`config.mk`:
```
export PLATFORM = sky130hd
export DESIGN_NAME = eth_block_lock_multi
export DESIGN_NICKNAME = d
export VERILOG_FILES = /design/src/rtl/eth_pcs_pkg.sv /design/src/rtl/eth_block_lock_lane.sv /design/src/rtl/eth_block_lock_multi.sv
export SDC_FILE = /design/constraint.sdc
export NUM_CORES = 1
export LEC_CHECK = 0
export ABC_AREA = 1
export BUFFER_PORTS_ARGS = -buffer_cell sky130_fd_sc_hd__buf_4
export CORE_ASPECT_RATIO = 1.2
export CORE_UTILIZATION = 60
export CTS_BUF_LIST = sky130_fd_sc_hd__clkbuf_4 sky130_fd_sc_hd__clkbuf_8
export CTS_CLUSTER_DIAMETER = 30
export DETAILED_ROUTE_END_ITERATION = 10
export GPL_TIMING_DRIVEN = 0
export HOLD_SLACK_MARGIN = 0.05
export PLACE_DENSITY = 0.8
export SLEW_MARGIN = 20
export SYNTH_ARGS = -nofsm -noshare
export SYNTH_HDL_FRONTEND = slang
export SYNTH_HIERARCHICAL = 1
export SYNTH_SLANG_ARGS = --single-unit
```
`constraint.sdc`:
```
create_clock -name i_clk -period 3.7 [get_ports i_clk]
set_clock_uncertainty 0.1 [all_clocks]
set_input_delay 0.555 -clock i_clk [delete_from_list [all_inputs] [get_ports i_clk]]
set_output_delay 0.555 -clock i_clk [all_outputs]
set_load 0.1 [all_outputs]
```
`src/rtl/eth_pcs_pkg.sv`:
```
// eth_pcs_pkg: shared 10GBASE-R sync-header constants, block-lock FSM states and header check
package eth_pcs_pkg;
  localparam logic [1:0] SH_DATA = 2'b01;
  localparam logic [1:0] SH_CTRL = 2'b10;
  typedef enum logic [1:0] {INIT, TEST_SH, SLIP} bl_fsm_t;
  function automatic logic sh_is_valid(input logic [1:0] sh);
    return sh == SH_DATA || sh == SH_CTRL;
  endfunction
endpackage

```
`src/rtl/eth_block_lock_lane.sv`:
```
// eth_block_lock_lane: one lane's sync-header window test, bitslip request and slip statistics
module eth_block_lock_lane
  import eth_pcs_pkg::*;
#(
  parameter int SH_CNT_MAX     = 64,
  parameter int SH_INVALID_MAX = 16,
  parameter int LOCK_WINDOWS   = 1,
  parameter int SLIP_WAIT      = 32
) (
  input  logic       i_clk,
  input  logic       i_rst_n,
  input  logic [1:0] header,
  input  logic       header_valid,
  input  logic       clear_stats,
  output logic       block_lock,
  output logic       rxslip,
  output logic [7:0] slip_count
);
  localparam int CW = $clog2(SH_CNT_MAX + 1);
  localparam int IW = $clog2(SH_INVALID_MAX + 1);
  localparam int GW = $clog2(LOCK_WINDOWS + 1);
  localparam int WW = SLIP_WAIT > 0 ? $clog2(SLIP_WAIT + 1) : 1;
  bl_fsm_t state, state_n;
  logic [CW-1:0] sh_cnt, sh_cnt_n, cnt_n;
  logic [IW-1:0] inv_cnt, inv_cnt_n, inv_n;
  logic [GW-1:0] good_win, good_win_n;
  logic [WW-1:0] wait_cnt, wait_cnt_n;
  logic lock_n, rxslip_n, slip;
  logic [7:0] slip_count_n;
  assign cnt_n = sh_cnt + 1'b1;
  assign inv_n = inv_cnt + IW'(!sh_is_valid(header));
  // Unlocked lanes slip on any bad header; locked lanes only once the window's bad budget is spent
  assign slip = state == TEST_SH && header_valid &&
                (block_lock ? inv_n == IW'(SH_INVALID_MAX) : !sh_is_valid(header));
  always_comb begin
    state_n      = state;
    sh_cnt_n     = sh_cnt;
    inv_cnt_n    = inv_cnt;
    good_win_n   = good_win;
    wait_cnt_n   = wait_cnt;
    lock_n       = block_lock;
    rxslip_n     = 1'b0;
    slip_count_n = clear_stats ? 8'd0 : (slip && slip_count != 8'hff) ? slip_count + 8'd1 : slip_count;
    case (state)
      INIT: begin
        state_n    = TEST_SH;
        sh_cnt_n   = '0;
        inv_cnt_n  = '0;
        good_win_n = '0;
        wait_cnt_n = '0;
        lock_n     = 1'b0;
      end
      TEST_SH:
        if (slip) begin
          state_n    = SLIP;
          rxslip_n   = 1'b1;
          lock_n     = 1'b0;
          good_win_n = '0;
          sh_cnt_n   = '0;
          inv_cnt_n  = '0;
          wait_cnt_n = WW'(SLIP_WAIT);
        end else if (header_valid) begin
          if (cnt_n == CW'(SH_CNT_MAX)) begin
            sh_cnt_n  = '0;
            inv_cnt_n = '0;
            if (!block_lock) begin
              good_win_n = good_win + 1'b1;
              lock_n     = good_win + 1'b1 == GW'(LOCK_WINDOWS);
            end
          end else begin
            sh_cnt_n  = cnt_n;
            inv_cnt_n = inv_n;
          end
        end
      SLIP:
        if (wait_cnt == '0) state_n = TEST_SH;
        else wait_cnt_n = wait_cnt - 1'b1;
      default: state_n = INIT;
    endcase
  end
  always_ff @(posedge i_clk or negedge i_rst_n)
    if (!i_rst_n) begin
      state      <= INIT;
      sh_cnt     <= '0;
      inv_cnt    <= '0;
      good_win   <= '0;
      wait_cnt   <= '0;
      block_lock <= 1'b0;
      rxslip     <= 1'b0;
      slip_count <= 8'd0;
    end else begin
      state      <= state_n;
      sh_cnt     <= sh_cnt_n;
      inv_cnt    <= inv_cnt_n;
      good_win   <= good_win_n;
      wait_cnt   <= wait_cnt_n;
      block_lock <= lock_n;
      rxslip     <= rxslip_n;
      slip_count <= slip_count_n;
    end
endmodule

```
`src/rtl/eth_block_lock_multi.sv`:
```
// eth_block_lock_multi: N independent 10GBASE-R block-lock lanes plus a registered all-locked flag
module eth_block_lock_multi #(
  parameter int N_LANES        = 1,
  parameter int SH_CNT_MAX     = 64,
  parameter int SH_INVALID_MAX = 16,
  parameter int LOCK_WINDOWS   = 1,
  parameter int SLIP_WAIT      = 32
) (
  input  logic                   i_clk,
  input  logic                   i_rst_n,
  input  logic [2*N_LANES-1:0]   i_header,
  input  logic [N_LANES-1:0]     i_header_valid,
  input  logic                   i_clear_stats,
  output logic [N_LANES-1:0]     o_block_lock,
  output logic [N_LANES-1:0]     o_rxslip,
  output logic                   o_all_locked,
  output logic [8*N_LANES-1:0]   o_slip_count
);
  if (N_LANES < 1 || N_LANES > 8) begin : g_bad_lanes
    $error("N_LANES must be 1..8");
  end
  if (SH_CNT_MAX < 2) begin : g_bad_cnt
    $error("SH_CNT_MAX must be >= 2");
  end
  if (SH_INVALID_MAX < 1 || SH_INVALID_MAX > SH_CNT_MAX) begin : g_bad_inv
    $error("SH_INVALID_MAX must be 1..SH_CNT_MAX");
  end
  if (LOCK_WINDOWS < 1) begin : g_bad_win
    $error("LOCK_WINDOWS must be >= 1");
  end
  if (SLIP_WAIT < 0) begin : g_bad_wait
    $error("SLIP_WAIT must be >= 0");
  end
  for (genvar i = 0; i < N_LANES; i++) begin : g_lane
    eth_block_lock_lane #(
      .SH_CNT_MAX    (SH_CNT_MAX),
      .SH_INVALID_MAX(SH_INVALID_MAX),
      .LOCK_WINDOWS  (LOCK_WINDOWS),
      .SLIP_WAIT     (SLIP_WAIT)
    ) u_lane (
      .i_clk       (i_clk),
      .i_rst_n     (i_rst_n),
      .header      (i_header[2*i+:2]),
      .header_valid(i_header_valid[i]),
      .clear_stats (i_clear_stats),
      .block_lock  (o_block_lock[i]),
      .rxslip      (o_rxslip[i]),
      .slip_count  (o_slip_count[8*i+:8])
    );
  end
  always_ff @(posedge i_clk or negedge i_rst_n)
    if (!i_rst_n) o_all_locked <= 1'b0;
    else o_all_locked <= &o_block_lock;
endmodule

```
======== Word-level counts from Yosys, hierarchy flattened ========
Cells that the tools add are included.
word-level totals
  register bits ........................... 32
  input bits .............................. 6
  output and inout port bits .............. 11
  logic and storage cells ................. 71
operators by class
  add/sub/neg operators ................... 5
  eq/ne operators ......................... 13
  mux-type cells .......................... 29
  reductions and logical operators ........ 15
operator list
  cell                   number
  $mux W7                3
  $pmux W6 S3            1
  $mux W8                2
  $mux W5                3
  $pmux W7 S2            1
  $mux W6                2
  $mux W1                11
  $pmux W5 S2            1
  $add A8 B1 Y8 const B  1
  $ne A8 B8 Y1 const B   1
  $add A7 B1 Y7 const B  1
  $eq A7 B7 Y1 const B   1
  $logic_not A6 Y1       1
  $ne A3 B2 Y1 const B   2
  $pmux W2 S3            1
  $reduce_and A3 Y1      2
  $sub A6 B1 Y6 const B  1
  $add A5 B1 Y5          1
  $eq A5 B5 Y1 const B   1
  $eq A2 B1 Y1 const B   2
  $eq A2 B2 Y1 const B   2
  $mux W2                2
  $ne A2 B1 Y1 const B   2
  $pmux W1 S2            2
  other kinds (11)       15

======== Logic depth before layout (Yosys ltp) ========
Gate-level depths: netlist of the first run.
  depth after elaboration ................. 10
  depth in mapped cells ................... 16
  gate-level depth less buffers ........... 16

======== By module ========
Netlist of the first run, hierarchy kept.
modules (own cells, without submodules)
  module                instances  cells an instance  area an instance (µm²)  sequential area each (µm²)
  eth_block_lock_lane   1          247                1941.9                  775.7
  eth_block_lock_multi  1          1                  25.0                    25.0

======== Worst setup path before layout of the first run ========
No wires, ideal clock.
  kind .................................... input-to-reg
  start ................................... input i_header[1]
  end ..................................... register g_lane[0].u_lane.good_win
  setup time .............................. 0.120 ns
  arrival time ............................ 2.289 ns
  data required time ...................... 3.480 ns
  slack ................................... 1.191 ns
  cell stages on the path ................. 14
  path buffers ............................ 1
  path through ............................ or2_2 nand2_1 ha_1 ha_1 or2_1 nor2_4 nand3_4 nand2_2 nand2_4 nand3_2 buf_6 nand3_2 nand2_1 nand2_1
between the ends
  word-level cells in the longest chain between the ends .. 9
  elaborated cells between the ends (all ways) .. 14
  classes of those cells .................. add/sub (1); eq/ne (6); mux (3); reduce/logical (4)
ends and longest elaborated chain
  what                                                               RTL line                                              source
  start: declaration                                                 eth_block_lock_multi.sv:11                            input logic [2*N_LANES-1:0] i_header,
  $eq A2 B1 Y1 / $eq A2 B2 Y1 (equally long branches)                eth_pcs_pkg.sv:7                                      return sh == SH_DATA || sh == SH_CTRL;
  $logic_or A1 B1 Y1 *                                               eth_pcs_pkg.sv:7
  $logic_not A1 Y1 *                                                 eth_block_lock_lane.sv:31, eth_block_lock_lane.sv:34
  $add A5 B1 Y5                                                      eth_block_lock_lane.sv:31                             assign inv_n = inv_cnt + IW'(!sh_is_valid(header));
  $eq A5 B5 Y1                                                       eth_block_lock_lane.sv:34                             (block_lock ? inv_n == IW'(SH_INVALID_MAX) : !sh_is_valid(header));
  $mux W1 *                                                          eth_block_lock_lane.sv:34
  $logic_and A1 B1 Y1 *                                              eth_block_lock_lane.sv:33                             assign slip = state == TEST_SH && header_valid &&
  $ne A3 B3 Y1 (no line) (tied with other cells)                     -
  $reduce_and A4 Y1 (no line) / $pmux W1 S2 (equally long branches)  -
  end signal: assignment                                             eth_block_lock_lane.sv:95                             good_win <= good_win_n;
  end: declaration                                                   eth_block_lock_lane.sv:26                             logic [GW-1:0] good_win, good_win_n;
Every way passes the cells marked *; elsewhere a longest branch is shown, timed or not.
A chain may end at the register's enable or synchronous reset.

======== Final worst setup path of the first run ========
Same ends and word-level chain as after synthesis.

==> run metrics, run 1 <==
first-pass GRT wire length=between 6 and 7 mm; NumNets Final=between 200 and 300; worst-path maximum fanout=10; Layout area overhead=10.9%; Pre-antenna DRT Iters=4; syn_nets=approximately 260; outcome=completed; vias in the first global route=approximately 1,500; share of layout cells above drive strength 1=0.173; Tcrit/Tclk final=0.644; logic gate share of total power=0.523; critical path cell sequence=buf_4, or2_2, nand2_1, ha_1, ha_1, or2_1, nor2_4, nand3_4, nand2_2, nand2_4, nand3_2, buf_6, nand3_2, nand2_1, nand2_1; Synth Flop Type=dfrtp_1; Initial Util=0.638; Routed met2 length=~1.8 mm; Int Pwr=between 0.0007 and 0.0008 W; Post-DP HPWL=between 2 and 3 mm; Mapped Avg Cell Area=around 8 um2; clock latency on the worst-skew pair=between 0.3 and 0.4 ns; Worst Tran Pin Value=around 0.44 ns; wire length per cell=11.8 um; Seq/Total Area, Yosys=0.407; gr usage total=0.242; Startpoint Class=input pin; max cap viols=0; CTS sink cnt=32; RSZ-0062 raised after global routing=false; worst setup path start=i_header[1]; Crit path largest cell delay=0.30 ns; worst r2r src=g_lane[0].u_lane/inv_cnt[0]$_DFFE_PN0P_; Async SR Flop Fraction=1.00; die width=approximately 54 um; CTS Buffer Depth=2; Hold WS=between 0.04 and 0.05 ns; Port-buffer cells=16; post_cts resized=0; CTS Root Cell=clkbuf_4; Final Critical Period=~2.4 ns; cell at the slowest stage of the critical path=or2_2; CTS tree=yes; 1st-iter DRT viols=43; CTS buffer count=5; Worst Path Buf+Inv=2; Final GP Congestion=0.862; core region area=0.00308 mm2; Synth Instances=~250; Hold Vio Cnt, Final=0; # H-tree levels=2; vias per std cell=5.37; Post-Syn Area=roughly 0.002 mm2; antenna violations before repair=0; Ys Warns=6; worst min path class=in2async; clk slew on worst S/H paths=roughly 0.10 ns; critical setup path kind=in2reg; final setup violation count=0; power share of the clock group=0.136; routed wl met3=99 um; hold_buf cts=0; CP required=~3.8 ns; sequential share of power=0.341; Ports=17; EDFF count, synth=0; CP most frequent cell=nand2_1; pwr dens=640 mW/mm2; DRT antenna net count=0; WL final=about 3.6 mm; Critical Path AT=between 2 and 3 ns; pin count of the biggest net entering global routing=33; met1 wire length=roughly 1.7 mm; Static Leak=1.07 nW; postcts setup bufs=0; switching power=between 0.0006 and 0.0007 W; # rows=22; post-route setup TNS=0 ns; CP endpoint kind=flop; top achievable clock speed=between 400 and 500 MHz; Final Max Slew Viols=0; Die Ht=approximately 65 um; DIE AREA=0.00351 mm2; peak supply drop=around 550 uV; Via Count=approximately 1,600; Max-slew headroom=0.709; Synth cell types=33; critical path's top delay family=simple AND/OR/NAND/NOR gates; grt ovf=0; Switching Share=0.475; Yosys reg bits=32; drc violations=0; Top Metal Used=met4; # diodes=0
==> power groups by stage <==
stage | clock network (W) | logic [W] | registers, W
after floorplan | 0 | 0.000521 | 0.000552
final | 0.000190 | 0.000731 | 0.000476
after global placement | 0 | 0.000726 | 0.000481
after detailed placement | 0 | 0.000733 | 0.000483
after CTS | 0.000199 | 0.000736 | 0.000476
after global routing | 0.000211 | 0.000809 | 0.000486
==> area by class of cell <==
cell class / count / area, um2
Timing Repair Buffer: 16 / 120
Tap cell: 36 / 45.0
Inverter: 34 / 135
Buffer: 3 / 26.3
Clock buffer: 6 / 45.0
Fill cell: 265 / 901
Multi-Input combinational cell: 179 / 1000
Clock inverter: 1 / 5.00
Sequential cell: 32 / 801
==> cells in the mapped netlist, drive strengths merged, types with 2 or more instances <==
cell | count | share of area
a21oi | 7 | 0.029
buf | 2 | 0.011
dfrtp | 32 | 0.41
ha | 9 | 0.057
inv | 33 | 0.064
nand2 | 73 | 0.16
nand3 | 23 | 0.070
nand3b | 4 | 0.015
nand4 | 7 | 0.022
nor2 | 16 | 0.034
nor3 | 3 | 0.0076
o21ai | 18 | 0.046
o22ai | 4 | 0.013
o31ai | 2 | 0.0076
or2 | 4 | 0.013
xor2 | 4 | 0.018
==> metrics by stage <==
step / power, W / worst slack (ns) / instance area [um2] / instances / utilization
detailed placement: 0.00122 / 0.978 / 2130 / 300 / 0.692
finish: 0.00140 / 1.32 / 2180 / 307 / 0.708
floorplan: 0.00107 / 1.19 / 1970 / 248 / -
global placement: 0.00121 / 0.994 / 2130 / 300 / 0.692
CTS: 0.00141 / 1.33 / 2180 / 307 / 0.708
global route: 0.00151 / 1.21 / 2180 / 307 / 0.708
==> registers in the layout, indices dropped and copies added (netlist names) <==
signal	count
g_lane.u_lane/inv_cnt	5
g_lane.u_lane/block_lock	1
g_lane.u_lane/good_win	1
o_all_locked	1
g_lane.u_lane/sh_cnt	7
g_lane.u_lane/rxslip	1
g_lane.u_lane/wait_cnt	6
g_lane.u_lane/state	2
g_lane.u_lane/slip_count	8
==> layout by cell type (no fill, tap or decap), types with 3 or more instances in the layout <==
cell and instances:
nor2_1 15, nand4_1 7, nand3b_1 4, nand2_4 4
nor3_1 3, or2_2 3, o21ai_1 15, dfrtp_1 32
nand2_2 4, nand3_1 20, ha_1 9, o22ai_1 4
a21oi_1 5, o21ai_0 3, clkbuf_4 6, xor2_1 4
inv_1 29, nand2_1 65, buf_4 16, inv_2 3
==> metal layers <==
metal  global-route usage  up-vias
met1                0.296      770
met3               0.0493        5
met5                    0        -
met2                0.402       19
met4               0.0962        0
li1                     -      854
==> logic make-up (layout without fill, tap and decap cells) <==
logic type | after synthesis | in the layout | share of synthesized area
flops | 32 | 32 | 0.407
compound gates | 34 | 34 | 0.106
fa+ha+maj | 9 | 9 | 0.0573
simple gates | 131 | 131 | 0.325
buf+inv | 37 | 60 | 0.0821
xor+xnor | 5 | 5 | 0.0223
==> worst paths after layout <==
kind	endpoint	slack, ns	cells past startpoint
min reg2reg	g_lane[0].u_lane/inv_cnt[0]$_DFFE_PN0P_	0.41	2
max	g_lane[0].u_lane/good_win$_DFFE_PN0P_	1.32	15
max reg2reg	g_lane[0].u_lane/good_win$_DFFE_PN0P_	1.54	12
max in group asynchronous	g_lane[0].u_lane/slip_count[4]$_DFFE_PN0P_	3.14	1
min in group i_clk	g_lane[0].u_lane/slip_count[1]$_DFFE_PN0P_	0.29	2
min	g_lane[0].u_lane/inv_cnt[2]$_DFFE_PN0P_	0.05	1
Note: power is estimated with default switching activity, not from simulation.
==> inputs of run 2 (changes only) <==
- clock period: 3.7 -> 2.3 ns (I/O delays scaled with it)
==> run 2 against run 1 <==
  * Non-clock buffer count rose by 2
  * Hold slack gained 0.019 ns
  * Critical endpoint is now g_lane[0].u_lane/inv_cnt[0]$_DFFE_PN0P_
  * Wire length shrank 4.0%
  * Clock power rose by 87%
  * Combinational power rose by 68%
  * Sequential share of layout area fell by 0.71 points
  * Sequential power rose by 61%
==> run metrics, run 2 (synthesis results as in run 1) <==
outcome=completed; worst r2r src=g_lane[0].u_lane/inv_cnt[0]$_DFFE_PN0P_; # rows=22; vias in the first global route=about 1,500; peak supply drop=roughly 900 uV; commonest non-fill, non-tap cell in the layout=nand2_1; 1st-iter DRT viols=45; Largest Register=g_lane.u_lane/slip_count; NumNets Final=288; clk slew on worst S/H paths=about 0.09 ns; wire length per cell=roughly 11 um; CTS Buffer Depth=2; die width=between 50 and 60 um; CP endpoint kind=flop; # diodes=0; pwr dens=1050 mW/mm2; clock latency on the worst-skew pair=0.33 ns; gr usage total=0.240; worst min path class=in2reg; max reg flops=8; most frequent cells in the layout=nand2_1, dfrtp_1, inv_1; WL final=~3.5 mm; Final Max Slew Viols=0; Inst Count DP=300; Die Ht=around 65 um; critical setup path kind=in2reg; Critical Path AT=~2.3 ns; Layout area overhead=13.5%; Static Leak=approximately 1.1 nW; CTS buffer count=5; antenna violations before repair=0; Ports=17; top achievable clock speed=467 MHz; pin count of the biggest net entering global routing=33; reg2reg setup slack=0.18 ns; final setup violation count=0; post-route cell area=0.00223 mm2; Hold WS=a little under 0.07 ns; Initial Util=0.638; CP required=2.42 ns; core region area=between 0.003 and 0.004 mm2; placed cell area=roughly 0.0021 mm2; vias per std cell=roughly 5.4; max cap viols=0; grt ovf=0; Pre-antenna DRT Iters=4; Tcrit/Tclk final=0.931; Via Count=around 1,700; reg2reg end=g_lane[0].u_lane/inv_cnt[0]$_DFFE_PN0P_; CTS sink cnt=32; Hold Vio Cnt, Final=0; Max-slew headroom=0.730; Port-buffer cells=16; RSZ-0062 raised after global routing=false; worst-path maximum fanout=6; drc violations=0; CTS Root Cell=clkbuf_4; Startpoint Class=input pin; Worst R2R Path Depth=11; final cell count without fillers=~310; Final Critical Period=between 2 and 2.5 ns; DRT antenna net count=0; Final GP Congestion=~0.85; first-pass GRT wire length=~6.1 mm; biggest regs=g_lane.u_lane/slip_count (8), g_lane.u_lane/sh_cnt (7), g_lane.u_lane/wait_cnt (6); Worst Setup EP=g_lane[0].u_lane/inv_cnt[0]$_DFFE_PN0P_; Post-DP HPWL=about 2.6 mm; fill count=259; CTS tree=yes; DIE AREA=approximately 0.0035 mm2; # H-tree levels=2; post-route setup TNS=0 ns; Worst Tran Pin Value=0.405 ns; worst setup path start=i_header[1]; share of layout cells above drive strength 1=0.187
==> run 2: how the worst min path moves through the flow <==
stage                                                             to  depth (start not counted)          start  slack [ns]
after floorplan              g_lane[0].u_lane/block_lock$_DFFE_PN0P_                          0        i_rst_n       -0.05
after global placement       g_lane[0].u_lane/inv_cnt[2]$_DFFE_PN0P_                          1        i_rst_n        0.21
after detailed placement     g_lane[0].u_lane/inv_cnt[3]$_DFFE_PN0P_                          1        i_rst_n        0.21
after CTS                 g_lane[0].u_lane/slip_count[1]$_DFFE_PN0P_                          2  i_clear_stats        0.05
after global routing      g_lane[0].u_lane/slip_count[1]$_DFFE_PN0P_                          2  i_clear_stats        0.06
final                     g_lane[0].u_lane/slip_count[1]$_DFFE_PN0P_                          2  i_clear_stats        0.07
==> run 2: metrics by stage <==
step	power, W	setup slack (ns)	utilization
2_1_floorplan	0.00173	0.00109	-
3_3_place_gp	0.00194	-0.198	0.692
3_5_place_dp	0.00196	-0.225	0.692
4_1_cts	0.00233	0.120	0.717
5_1_grt	0.00253	0.0266	0.724
6_report	0.00235	0.158	0.724
==> run 2: final cells by class <==
class                   count  area [um2]  share of cell area
multi-input cells         179        1010               0.451
flip-flops and latches     32         803               0.360
repair buffers             18         150              0.0673
inverters                  34         135              0.0605
clock buffers               7        65.1              0.0291
well taps                  36        45.0              0.0202
plain buffers               3        26.3              0.0118
==> run 2: repair_timing <==
action | 4_1_cts | 5_1_grt
endpoints found under the setup margin | 0 | 1
hold buffers | 1 | 0
buffers inserted | 0 | 1
gates resized for setup | 0 | 1
endpoints found under the hold margin | 32 | 0
==> run 2: power by group <==
part           total (W)  internal [W]  switching (W)
sequential      0.000766      0.000666      0.0000999
combinational    0.00123      0.000427       0.000803
clock           0.000356      0.000173       0.000183
total            0.00235       0.00127        0.00109
==> run 2: per-layer routing <==
metal | global-route usage | share of wire | wire length (um)
met4 | 0.0865 | 0.017 | 59
met2 | 0.386 | 0.50 | 1730
met5 | 0 | 0 | 0
met1 | 0.301 | 0.45 | 1590
met3 | 0.0634 | 0.032 | 113
==> run 2: critical path: stages <==
cell and delay (ns):
buf_4 0.11, or2_2 0.29, nand2_1 0.07, ha_2 0.18, ha_1 0.23, or2_1 0.26
nor2_4 0.13, nand3_4 0.10, nand2_2 0.08, nand2_4 0.08, nand3_2 0.08, buf_6 0.13
buf_12 0.11, o21ai_1 0.06
==> inputs of run 3 (changes only) <==
- ABC_AREA: 1 -> default
- CORE_MARGIN: default -> 2
==> run 3 against run 2 <==
  * The run now ends with setup timing left
  * Global-route usage rose by 3.2 points
  * Synthesized area fell by 1.5%
  * Critical path type is now reg2reg
  * Non-clock buffer count rose by 12
  * Critical endpoint is now g_lane[0].u_lane/slip_count[2]$_DFFE_PN0P_
==> run metrics, run 3 <==
max reg flops=8; # diodes=0; CTS buffer count=5; reg2reg setup slack=-0.02 ns; 1st-iter DRT viols=between 80 and 90; CTS sink cnt=32; pwr dens=1050 mW/mm2; Synth cell types=between 40 and 50; DRT antenna net count=0; Inst Count DP=between 200 and 300; Hold Path End=g_lane[0].u_lane/slip_count[3]$_DFFE_PN0P_; wire length per cell=17.3 um; leading cell type by number of instances after synthesis=dfrtp_1; Post-Syn Area=roughly 0.0019 mm2; Final Critical Period=2.32 ns; Critical Path AT=2.48 ns; share of layout cells above drive strength 1=0.242; Worst R2R Path Depth=9; reg2reg end=g_lane[0].u_lane/slip_count[2]$_DFFE_PN0P_; clock latency on the worst-skew pair=~0.35 ns; NumNets Final=258; Pre-antenna DRT Iters=4; die width=55.9 um; Ys Warns=6; Port-buffer cells=15; Hold Vio Cnt, Final=0; CTS Root Cell=clkbuf_4; grt ovf=0; CTS tree=yes; Async SR Flop Fraction=1.00; syn_nets=around 230; switching power=0.00111 W; Synth Instances=216; peak supply drop=819 uV; Yosys reg bits=32; vias per std cell=roughly 6.6; sequential share of power=0.307; Largest Register=g_lane.u_lane/slip_count; post-synth top area share=0.413; worst-path maximum fanout=10; WL final=4.84 mm; most instantiated cells after synthesis=dfrtp_1, inv_1, nand2_1; CTS Buffer Depth=2; Final GP Congestion=just under 0.9; biggest regs=g_lane.u_lane/slip_count (8), g_lane.u_lane/sh_cnt (7), g_lane.u_lane/wait_cnt (6); gr usage total=0.272; logic gate share of total power=0.513; worst r2r src=g_lane[0].u_lane/state[1]$_DFFE_PN0P_; Synth Flop Type=dfrtp_1; main area contributors after synthesis=dfrtp_1, ha_1, inv_1; # H-tree levels=2; commonest non-fill, non-tap cell in the layout=dfrtp_1; top achievable clock speed=between 400 and 500 MHz; CP endpoint kind=flop; Hold WS=between 0.2 and 0.3 ns; DIE AREA=~0.0037 mm2; vias in the first global route=roughly 1,800; Post-DP HPWL=between 3 and 4 mm; Worst Tran Pin Value=0.760 ns; Final Max Slew Viols=0; Tcrit/Tclk final=1.01; CP required=approximately 2.5 ns; Mapped Avg Cell Area=around 9.0 um2; failing checks=setup timing; Setup WS post-layout=-0.0177 ns; Ports=17; power share of the clock group=0.180; Layout area overhead=22.5%; EDFF count, synth=0; WHS Path Cells=2; final setup violation count=2; Static Leak=about 1 nW; # rows=22; Via Count=roughly 1,800; HP Start=i_clear_stats; Startpoint Class=flop; outcome=finished, violations left; Initial Util=0.628; RSZ-0062 raised after global routing=true; first-pass GRT wire length=7.81 mm; worst min path class=in2reg; Synth area leader=dfrtp_1; final cell count without fillers=280; Switching Share=0.446; critical setup path kind=reg2reg; Die Ht=around 66 um; Max-slew headroom=0.491; max cap viols=0; Seq/Total Area, Yosys=0.413; core region area=slightly above 0.003 mm2; pin count of the biggest net entering global routing=33; drc violations=0; antenna violations before repair=0; most frequent cells in the layout=dfrtp_1, buf_4, inv_1; clk slew on worst S/H paths=0.11 ns; Int Pwr=approximately 0.0014 W
-- run 3: changes by cell type after synthesis, moves of 7 or more --
cell      previous run  this run
a211oi_1             0         7
nand3_1             20        11
nand2_1             65        15
a21oi_1              5        13
nor2_1              15         5
o21ai_1             15         0
and3_1               0         8
o21ai_0              3        13
inv_1               29        18
-- run 3: worst max-delay path by stage --
| stage | startpoint | to | depth (start not counted) |
|---|---|---|---|
| after CTS | g_lane[0].u_lane/inv_cnt[0]$_DFFE_PN0P_ | g_lane[0].u_lane/slip_count[2]$_DFFE_PN0P_ | 8 |
| after global placement | i_header[1] | g_lane[0].u_lane/slip_count[5]$_DFFE_PN0P_ | 11 |
| after detailed placement | i_header[1] | g_lane[0].u_lane/state[0]$_DFFE_PN0P_ | 11 |
| final | g_lane[0].u_lane/state[1]$_DFFE_PN0P_ | g_lane[0].u_lane/slip_count[2]$_DFFE_PN0P_ | 9 |
| after global routing | g_lane[0].u_lane/state[1]$_DFFE_PN0P_ | g_lane[0].u_lane/slip_count[2]$_DFFE_PN0P_ | 9 |
| after floorplan | g_lane[0].u_lane/slip_count[4]$_DFFE_PN0P_ | g_lane[0].u_lane/slip_count[2]$_DFFE_PN0P_ | 6 |
-- run 3: area by class of cell --
type / instances / area (um2)
multi-input cells: 153 / 1140
flip-flops and latches: 32 / 805
fillers: 223 / 709
repair buffers: 20 / 153
plain buffers: 13 / 83.8
inverters: 18 / 67.6
clock buffers: 6 / 45.0
well taps: 36 / 45.0
clock inverters: 2 / 35.0
-- run 3: repair_timing --
action	in CTS	in global routing
pin swaps	0	3
resized for setup	7	24
buffers inserted	1	3
endpoints found under the setup margin	14	29
endpoints found under the hold margin	32	0
hold buffers	1	0
-- run 3: stage by stage --
stage / instance area [um2] / worst slack [ns] / TNS, ns / total power [W] / utilization
CTS: 2260 / -0.00268 / -0.00268 / 0.00230 / 0.735
floorplan: 1990 / 0.00902 / 0 / 0.00154 / -
finish: 2370 / -0.0177 / -0.0191 / 0.00248 / 0.770
global route: 2370 / -0.108 / -0.859 / 0.00263 / 0.770
detailed placement: 2150 / -0.325 / -5.50 / 0.00179 / 0.698
global placement: 2150 / -0.244 / -4.45 / 0.00176 / 0.698
-- run 3: power by group through the flow --
| stage | Sequential, W | Clock [W] | Combinational (W) |
|---|---|---|---|
| floorplan | 0.000791 | 0 | 0.000745 |
| global placement | 0.000759 | 0 | 0.00100 |
| detailed placement | 0.000765 | 0 | 0.00103 |
| CTS | 0.000757 | 0.000454 | 0.00109 |
| global route | 0.000774 | 0.000474 | 0.00139 |
| finish | 0.000761 | 0.000447 | 0.00127 |
-- run 3: metal layers --
layer / global-route usage / vias up / share of wire
li1: - / 870 / -
met1: 0.303 / 899 / 0.40
met2: 0.488 / 55 / 0.53
met3: 0.0548 / 15 / 0.045
met4: 0.149 / 0 / 0.026
met5: 0 / - / 0
-- run 3: worst max-delay path, cell delays in order, from the launching register on --
cell	delay, ns
dfrtp_1	0.43
inv_1	0.09
ha_1	0.15
buf_4	0.19
nand2_1	0.12
o21ba_2	0.24
o211ai_1	0.11
buf_6	0.17
or4_1	0.50
a21oi_1	0.14
-- run 3: cell families (layout without fill, tap and decap cells) --
kind of cell / Yosys count / count (layout) / share of synthesized area
fa+ha+maj: 9 / 9 / 0.0581
simple gates: 73 / 73 / 0.207
flops: 32 / 32 / 0.413
buf+inv: 31 / 59 / 0.0672
mux: 4 / 4 / 0.0220
xor+xnor: 1 / 1 / 0.00452
compound gates: 66 / 66 / 0.227
